`config.mk`:
```
export PLATFORM = sky130hd
export DESIGN_NAME = intctrl_prio
export DESIGN_NICKNAME = d
export VERILOG_FILES = /design/src/rtl/intctrl_prio.sv
export SDC_FILE = /design/constraint.sdc
export NUM_CORES = 1
export LEC_CHECK = 0
export ABC_AREA = 0
export CORE_MARGIN = 1.5
export CORE_UTILIZATION = 35
export DETAILED_ROUTE_END_ITERATION = 6
export GPL_TIMING_DRIVEN = 1
export PLACE_DENSITY = 0.63
export RECOVER_POWER = 25
export SETUP_SLACK_MARGIN = 0.05
export SLEW_MARGIN = 20
export SYNTH_ARGS = -nofsm -noshare
export SYNTH_HDL_FRONTEND = slang
export SYNTH_SLANG_ARGS = --single-unit
export TNS_END_PERCENT = 30
```
`constraint.sdc`:
```
create_clock -name clk -period 17.3 [get_ports clk]
set_input_delay 1.73 -clock clk [delete_from_list [all_inputs] [get_ports clk]]
set_output_delay 1.73 -clock clk [all_outputs]
set_load 0.02 [all_outputs]
```
`src/rtl/intctrl_prio.sv`:
```
// Prioritised interrupt controller: byte-lane register bus, edge/level sources, registered 68k-style IPL output.
// Define INTCTRL_VECTORED_EN to answer CPU iack cycles with a vector number; otherwise iack is ignored (autovectors).
module intctrl_prio #(
  parameter int         NUM_IRQ     = 8,
  parameter logic [7:0] VECTOR_BASE = 8'h40
) (
  input  logic               clk,
  input  logic               reset,
  input  logic [15:0]        data_write,
  output logic [15:0]        data_read,
  input  logic [7:0]         addr,
  input  logic               uds,
  input  logic               lds,
  input  logic               rw,
  input  logic               as,
  output logic               ack,
  input  logic               iack,
  input  logic [2:0]         iack_level,
  output logic [2:0]         ipl_n,
  input  logic [NUM_IRQ-1:0] interrupts
);

  localparam logic [1:0]  ST_IDLE  = 2'd0;
  localparam logic [1:0]  ST_ACK   = 2'd1;
  localparam logic [1:0]  ST_HOLD  = 2'd2;
  localparam logic [15:0] IRQ_MASK = 16'((32'd1 << NUM_IRQ) - 32'd1);

  logic [1:0]  state;
  logic        ctrl_en;
  logic [15:0] enable_r;
  logic [15:0] pending_r;
  logic [15:0] mode_r;
  logic [15:0] irq_p0;
  logic [2:0]  prio_r [16];

  logic [15:0] irq_in;
  logic [15:0] lane_mask;
  logic [15:0] wr_bits;
  logic [15:0] clr_bits;
  logic [15:0] set_bits;
  logic [15:0] pending_nxt;
  logic [15:0] active;
  logic [15:0] reg_rd;
  logic [15:0] rd_val;
  logic [6:0]  word;
  logic        go;
  logic        do_iack;
  logic        do_wr;
  logic        vec_hit;
  logic [3:0]  vec_idx;
  logic [2:0]  max_lvl;
  logic        unused_addr0;

  function automatic logic [15:0] merge(input logic [15:0] cur, input logic [15:0] wd,
                                        input logic [15:0] lanes);
    return ((cur & ~lanes) | (wd & lanes)) & IRQ_MASK;
  endfunction

  assign irq_in       = 16'(interrupts);
  assign word         = addr[7:1];
  assign unused_addr0 = addr[0];
  assign lane_mask    = {{8{uds}}, {8{lds}}};
  assign wr_bits      = data_write & lane_mask;

`ifdef INTCTRL_VECTORED_EN
  assign go      = (state == ST_IDLE) && as;
  assign do_iack = go && iack;
`else
  assign go      = (state == ST_IDLE) && as && !iack;
  assign do_iack = 1'b0;
`endif
  assign do_wr = go && !do_iack && !rw;

  // Descending scan so the lowest index wins a vector tie.
  always_comb begin
    active  = '0;
    max_lvl = '0;
    vec_hit = 1'b0;
    vec_idx = '0;
    for (int i = 15; i >= 0; i--) begin
      active[i] = ctrl_en && enable_r[i] && pending_r[i] && (prio_r[i] != 3'd0);
      if (active[i] && (prio_r[i] > max_lvl)) max_lvl = prio_r[i];
      if (active[i] && (prio_r[i] == iack_level)) begin
        vec_hit = 1'b1;
        vec_idx = 4'(i);
      end
    end
  end

  always_comb begin
    reg_rd = '0;
    case (word)
      7'd0: reg_rd[0] = ctrl_en;
      7'd1: reg_rd = enable_r;
      7'd2: reg_rd = pending_r;
      7'd3: reg_rd = mode_r;
      7'd4, 7'd5, 7'd6, 7'd7:
        for (int j = 0; j < 4; j++) reg_rd[4*j +: 3] = prio_r[{word[1:0], 2'(j)}];
      default: reg_rd = '0;
    endcase
  end

  always_comb begin
    rd_val = '0;
    if (do_iack) rd_val[7:0] = vec_hit ? (VECTOR_BASE + 8'(vec_idx)) : 8'h18;
    else if (rw) rd_val = reg_rd;
  end

  // Clears only bite on edge-mode bits; a same-cycle rising edge overrides them.
  always_comb begin
    clr_bits = (do_wr && (word == 7'd2)) ? wr_bits : '0;
    if (do_iack && vec_hit) clr_bits[vec_idx] = 1'b1;
  end

  assign set_bits    = irq_in & ~irq_p0 & enable_r;
  assign pending_nxt = IRQ_MASK & ((mode_r & (set_bits | (pending_r & ~clr_bits))) |
                                   (~mode_r & irq_in & enable_r));

  always_ff @(posedge clk) begin
    if (reset) begin
      state     <= ST_IDLE;
      ack       <= 1'b0;
      data_read <= '0;
      ipl_n     <= 3'b111;
      ctrl_en   <= 1'b0;
      enable_r  <= '0;
      pending_r <= '0;
      mode_r    <= '0;
      irq_p0    <= '0;
      for (int i = 0; i < 16; i++) prio_r[i] <= 3'd0;
    end else begin
      irq_p0    <= irq_in;
      pending_r <= pending_nxt;
      ipl_n     <= ~max_lvl;
      case (state)
        ST_IDLE: if (go) begin
          state     <= ST_ACK;
          ack       <= 1'b1;
          data_read <= rd_val;
        end
        ST_ACK: begin
          state     <= ST_HOLD;
          ack       <= 1'b0;
          data_read <= '0;
        end
        ST_HOLD: if (!as) state <= ST_IDLE;
        default: state <= ST_IDLE;
      endcase
      if (do_wr) begin
        case (word)
          7'd0: if (lds) ctrl_en <= data_write[0];
          7'd1: enable_r <= merge(enable_r, data_write, lane_mask);
          7'd3: mode_r <= merge(mode_r, data_write, lane_mask);
          7'd4, 7'd5, 7'd6, 7'd7:
            for (int j = 0; j < 4; j++) begin
              if ((j < 2) ? lds : uds)
                prio_r[{word[1:0], 2'(j)}] <= IRQ_MASK[{word[1:0], 2'(j)}] ?
                                              data_write[4*j +: 3] : 3'd0;
            end
          default: ;
        endcase
      end
    end
  end

endmodule
```
==> results of run 1 <==
## cell usage after synthesis, drive strengths merged, types with 11 or more instances
library cell / instances / area share (%)
nor2: 60 / 4.3
dfxtp: 53 / 20
edfxtp: 48 / 27
a21oi: 39 / 3.7
nand2: 38 / 2.7
and2: 26 / 3.1
clkbuf: 21 / 1.5
inv: 21 / 1.5
mux2i: 19 / 3.6
nand3: 14 / 1.4
a31o: 13 / 2.1
ha: 13 / 3.1
mux4: 13 / 5.5
nand4: 12 / 1.4
nor3: 12 / 1.1
nor2b: 11 / 1.3
## layer usage
layer,vias up,wire length [um],global-route usage (%)
li1,2085,-,-
met1,2093,6000,22.4
met2,147,6510,29.0
met3,16,613,1.87
met4,0,303,7.30
met5,-,0,0
## path summary, 6_finish.rpt
path	from	to	slack, ns	cells past startpoint
worst max-delay path	ctrl_en	ipl_n[2]	5.20	51
worst min-delay path	data_read[12]	data_read[12]	0.46	2
worst max register to register	ctrl_en	ipl_n[2]	5.20	51
worst min register to register	data_read[12]	data_read[12]	0.46	2
## power breakdown
group / switching, mW / internal, mW
sequential: 0.00488 / 0.258
combinational: 0.0206 / 0.0174
clock: 0.0853 / 0.106
## final cells by class
type / instances / area [um^2]
clock buffer: 13 / 262
clock inverter: 3 / 18.8
fill: 1371 / 8330
inverter: 21 / 78.8
multi-input combinational: 406 / 2720
sequential: 101 / 2500
tap: 184 / 230
timing repair buffer: 57 / 552
## through the flow
step,setup slack [ns],total power [mW]
floorplan,7.29,0.288
global placement,5.45,0.305
detailed placement,5.24,0.306
CTS,5.22,0.496
global route,3.82,0.509
finish,5.20,0.493
## logic make-up after synthesis
family / count (synthesis) / synth area share, %
AOI/OAI and AO/OA: 126 / 16.8
muxes: 39 / 10.6
and+or+nand+nor: 202 / 19.0
other: 1 / 0.0706
adders and majority gates: 13 / 3.06
buffers and inverters: 45 / 3.35
DFF: 101 / 47.1
## worst max-delay path, delay by kind of cell, from the launching register on
family	cells	cell delay [ns]
AND/OR/NAND/NOR	16	3.32
adder cells (fa/ha/maj)	7	1.90
buffers and inverters	3	0.20
AO/OA/AOI/OAI	25	5.83
flip-flops	1	0.70
==> results.py, run 1 <==
metrics = {
    "global_route": {
        "overflow": 0,
        "grt_pass1_vias": 4119,
        "grt_pass1_wl_um": 21400,
        "antenna_found_initial": 0,
        "gr-usage-all-layers_pct": 17.2,
        "grt_max_degree": 63,
    },
    "placed_design": {
        "place_area_mm2": 0.00609,
        "dp_cells": 769,
        "hpwl_um": 9940,
        "place_congestion": 0.877,
        "port_buffers": 53,
    },
    "power": {
        "p_leak_nw": 2.41,
        "powerDensity_mw_per_mm2": 77.4,
        "ir_worst_vdd_v": 0.0000593,
    },
    "setup_path": {
        "cp_slowest_cell": "a311oi_1",
        "critical_path_arrival_ns": 12.33,
        "critPathKind": "flop to flop",
        "cp_max_fo": 15,
        "endpoint_kind": "flop",
        "worst_path_most_repeated_cell": "ha_1",
        "critPathMaxStageDelay_ns": 0.75,
        "worst_setup_path_start_kind": "flop",
        "required_ns": 17.53,
    },
    "logic_synthesis": {
        "synth.distinct_cells": 61,
        "syn_area_mm2": 0.00531,
        "synth_cells": 527,
        "synth_seq_cells": 101,
        "syn_area_per_cell_um2": 10.1,
        "async_flop_share_pct": 0,
        "synth-edff-count": 48,
        "yosys_warnings": 0,
        "seq_area_frac_synth_pct": 47.1,
        "ys.flop_type": "dfxtp_1",
    },
    "finish": {
        "layout_common_cells": "nor2_1 (59), dfxtp_1 (53), edfxtp_1 (48)",
        "syn2layout_area_growth_pct": 19.9,
        "layout.cells.non_filler": 785,
        "n_antenna_cell": 0,
        "drive_gt1_share_pct": 10.5,
        "fin_util_pct": 43.3,
        "final_common_cell": "nor2_1",
        "finalNetCount": 651,
        "final_area_mm2": 0.00637,
    },
    "drt": {
        "wire_per_inst_um": 17.1,
        "dr.first_iter.drc_count": 312,
        "drc": 0,
        "vias_per_cell": 5.53,
        "totalWireLength_um": 13400,
        "vias": 4341,
        "drt_pre_antenna_iters": 5,
        "detail-route-antenna-nets": 0,
    },
    "clock_network": {
        "root_buffer": "clkbuf_16",
        "clk_pin_slew_ns": 0.07,
        "cts.sinks": 101,
        "cts_tree": "built",
        "htree_num_levels": 3,
        "cts_hold_buf": 0,
        "post-cts-setup-buffers": 0,
        "cts_buffers": 9,
        "cts-resized-gates": 0,
        "clockBufferDepth": 2,
        "clk_latency_ns": 0.34,
    },
    "sta": {
        "setup_violations": 0,
        "tightest_slew_ns": 2.69,
        "holdWs_ns": 0.461,
        "fin_setup_tns_ns": 0,
        "layout_min_cycle_time_ns": 12.10,
        "min_period_over_period_pct": 70.0,
        "hold_viol_final": 0,
        "rsz0062_at_grt": "false",
        "slew_headroom_pct": -79.2,
        "max_freq_mhz": 82.6,
        "fin_worst_skew_ns": 0.00573,
        "drv_slew": 63,
    },
    "floorplan": {
        "die_x_um": 126,
        "num_rows": 44,
        "die_area_mm2": 0.0159,
        "io_pins": 62,
        "die_y_um": 126,
        "core_area_mm2": 0.0147,
        "floorplan.initialDensity_pct": 36.1,
    },
    "outcome": {
        "violations": "max-capacitance violations, max-slew violations",
        "outcome": "finished, violations left",
    },
    "flow_run": {
        "cap_violations": 1,
    },
    "min_path": {
        "min_path_type": "flop to flop",
    },
}
No activity file was read; power rests on OpenSTA's default activity.
==> inputs of run 2 (changes only) <==
- clock period: 17.3 -> 11.2 ns (I/O delays scaled with it)
==> run 2 against run 1 <==
  * The run still ends with max-capacitance violations, max-slew violations left
  * Core utilization rose by 0.85 points
  * Clock-buffer cell count rose by 2
  * Setup slack worse by 4.3 ns
  * Register-to-register slack got worse by 4.3 ns
  * Fmax is 18% higher
  * Worst hold slack hardly changed
  * Routed wire length is 2.8% higher
  * Critical path type unchanged
  * Critical endpoint unchanged
  * Largest cell class unchanged
  * Largest power group unchanged
==> results.py, run 2 (synthesized netlist as in run 1, its figures left out) <==
metrics = {
    "finish": {
        "layout_common_cells": "nor2_1 (59), dfxtp_1 (53), edfxtp_1 (48)",
        "syn2layout_area_growth_pct": 22.3,
        "layout.cells.non_filler": 788,
        "final.fill_count": 1390,
        "final_common_cell": "nor2_1",
        "n_antenna_cell": 0,
        "drive_gt1_share_pct": 12.6,
        "finalNetCount": 654,
    },
    "power": {
        "p_leak_nw": 2.48,
        "p_clk_share_pct": 41.9,
        "power_frac_comb_pct": 7.4,
        "p_int_mw": 0.631,
        "p_switching_mw": 0.171,
        "swShare_pct": 21.3,
        "ir_worst_vdd_v": 0.0000882,
        "p_seq_share_pct": 50.7,
        "powerDensity_mw_per_mm2": 124,
        "total_power_mw": 0.802,
    },
    "sta": {
        "max_freq_mhz": 97.5,
        "layout_min_cycle_time_ns": 10.26,
        "rsz0062_at_grt": "false",
        "tightest_slew_ns": 2.74,
        "setup_violations": 0,
        "hold_viol_final": 0,
        "slew_headroom_pct": -82.8,
        "fin_setup_tns_ns": 0,
        "fin_worst_skew_ns": 0.00776,
        "min_period_over_period_pct": 91.6,
        "drv_slew": 63,
    },
    "floorplan": {
        "die_area_mm2": 0.0159,
        "io_pins": 62,
        "die_y_um": 126,
        "floorplan.initialDensity_pct": 36.1,
        "num_rows": 44,
        "die_x_um": 126,
        "core_area_mm2": 0.0147,
    },
    "clock_network": {
        "clockBufferDepth": 2,
        "htree_num_levels": 3,
        "clk_latency_ns": 0.34,
        "post-cts-setup-buffers": 0,
        "cts_hold_buf": 0,
        "root_buffer": "clkbuf_16",
        "clk_pin_slew_ns": 0.07,
        "cts_buffers": 9,
        "cts.sinks": 101,
        "cts_tree": "built",
    },
    "drt": {
        "dr.first_iter.drc_count": 307,
        "vias": 4332,
        "wire_per_inst_um": 17.5,
        "detail-route-antenna-nets": 0,
        "totalWireLength_um": 13800,
        "drt_pre_antenna_iters": 5,
        "drc": 0,
        "vias_per_cell": 5.50,
    },
    "global_route": {
        "gr-usage-all-layers_pct": 17.8,
        "antenna_found_initial": 0,
        "grt_pass1_vias": 4217,
        "grt_max_degree": 63,
        "overflow": 0,
        "grt_pass1_wl_um": 22200,
    },
    "placed_design": {
        "place_congestion": 0.860,
        "dp_cells": 772,
        "port_buffers": 53,
        "hpwl_um": 10100,
    },
    "setup_path": {
        "crit_buf_inv": 4,
        "required_ns": 11.43,
        "worst_setup_path_start_kind": "flop",
        "worst_path_most_repeated_cell": "ha_1",
        "cp_max_fo": 8,
        "cpLargestDelayFamily": "compound AO/OA/AOI/OAI gates",
        "path_depth": 52,
        "rrSetupSlack_ns": 0.94,
        "r2r_cells": 52,
        "critical_path_arrival_ns": 10.48,
        "critPathMaxStageDelay_ns": 0.44,
        "critPathKind": "flop to flop",
        "endpoint_kind": "flop",
        "cp_slowest_cell": "dfxtp_1",
        "timing.rr.end": "ipl_n[2]",
    },
    "flow_run": {
        "cap_violations": 1,
    },
    "outcome": {
        "violations": "max-capacitance violations, max-slew violations",
        "outcome": "finished, violations left",
    },
    "min_path": {
        "hold_depth": 2,
        "holdPathEnd": "data_read[13]",
        "min_from": "data_read[13]",
        "min_path_type": "flop to flop",
    },
}
run 2: cell count changes in the layout (fill, tap and decap cells not counted), sizes merged:
cell      before  now
buf            4    7
clkbuf        14   16
clkinvlp       2    0
run 2: timing repair:
item,4_1_cts,5_1_grt
setup endpoints to repair,0,3
resized for setup,0,15
hold endpoints to repair,0,0
run 2: final cells by class:
class	instances	area, um^2	share of cell area, %
Timing Repair Buffer	60	574	8.85
Sequential cell	101	2500	38.5
Clock buffer	15	333	5.13
Clock inverter	1	5.00	0.0771
Inverter	21	78.8	1.21
Multi-Input combinational cell	406	2770	42.6
Tap cell	184	230	3.55
run 2: worst max-delay path by stage:
stage | slack (ns) | end
CTS | 0.25 | ipl_n[1]
global placement | 0.57 | ipl_n[1]
finish | 0.94 | ipl_n[2]
floorplan | 1.19 | ipl_n[2]
detailed placement | 0.28 | ipl_n[1]
global route | 0.05 | ipl_n[2]
run 2: power groups by stage:
stage / Sequential [mW] / Combinational (mW) / Clock [mW]
floorplan: 0.411 / 0.0343 / 0
global placement: 0.414 / 0.0573 / 0
detailed placement: 0.415 / 0.0584 / 0
CTS: 0.406 / 0.0588 / 0.341
global route: 0.407 / 0.0647 / 0.358
finish: 0.406 / 0.0595 / 0.336
run 2: routing by layer:
layer	GRT usage, %	vias to the layer above	wire (um)
li1	-	2093	-
met1	24.1	2119	6370
met2	28.9	99	6590
met3	2.04	21	461
met4	7.57	0	376
met5	0	-	0
run 2: tightest hold or removal path, stage by stage, from the launching register on:
cell and delay [ns]:
dfxtp_1 0.31, nand2_1 0.05, a21oi_1 0.06
run 2: per-stage QoR:
| step | worst slack, ns | instance area, um^2 | hold WS [ns] | utilization, % |
|---|---|---|---|---|
| after floorplan | 1.19 | 5400 | 0.490 | - |
| after global placement | 0.573 | 6110 | 0.447 | 41.6 |
| after detailed placement | 0.276 | 6110 | 0.454 | 41.6 |
| after CTS | 0.248 | 6450 | 0.466 | 43.9 |
| after global routing | 0.0476 | 6490 | 0.489 | 44.2 |
| final | 0.942 | 6490 | 0.461 | 44.2 |
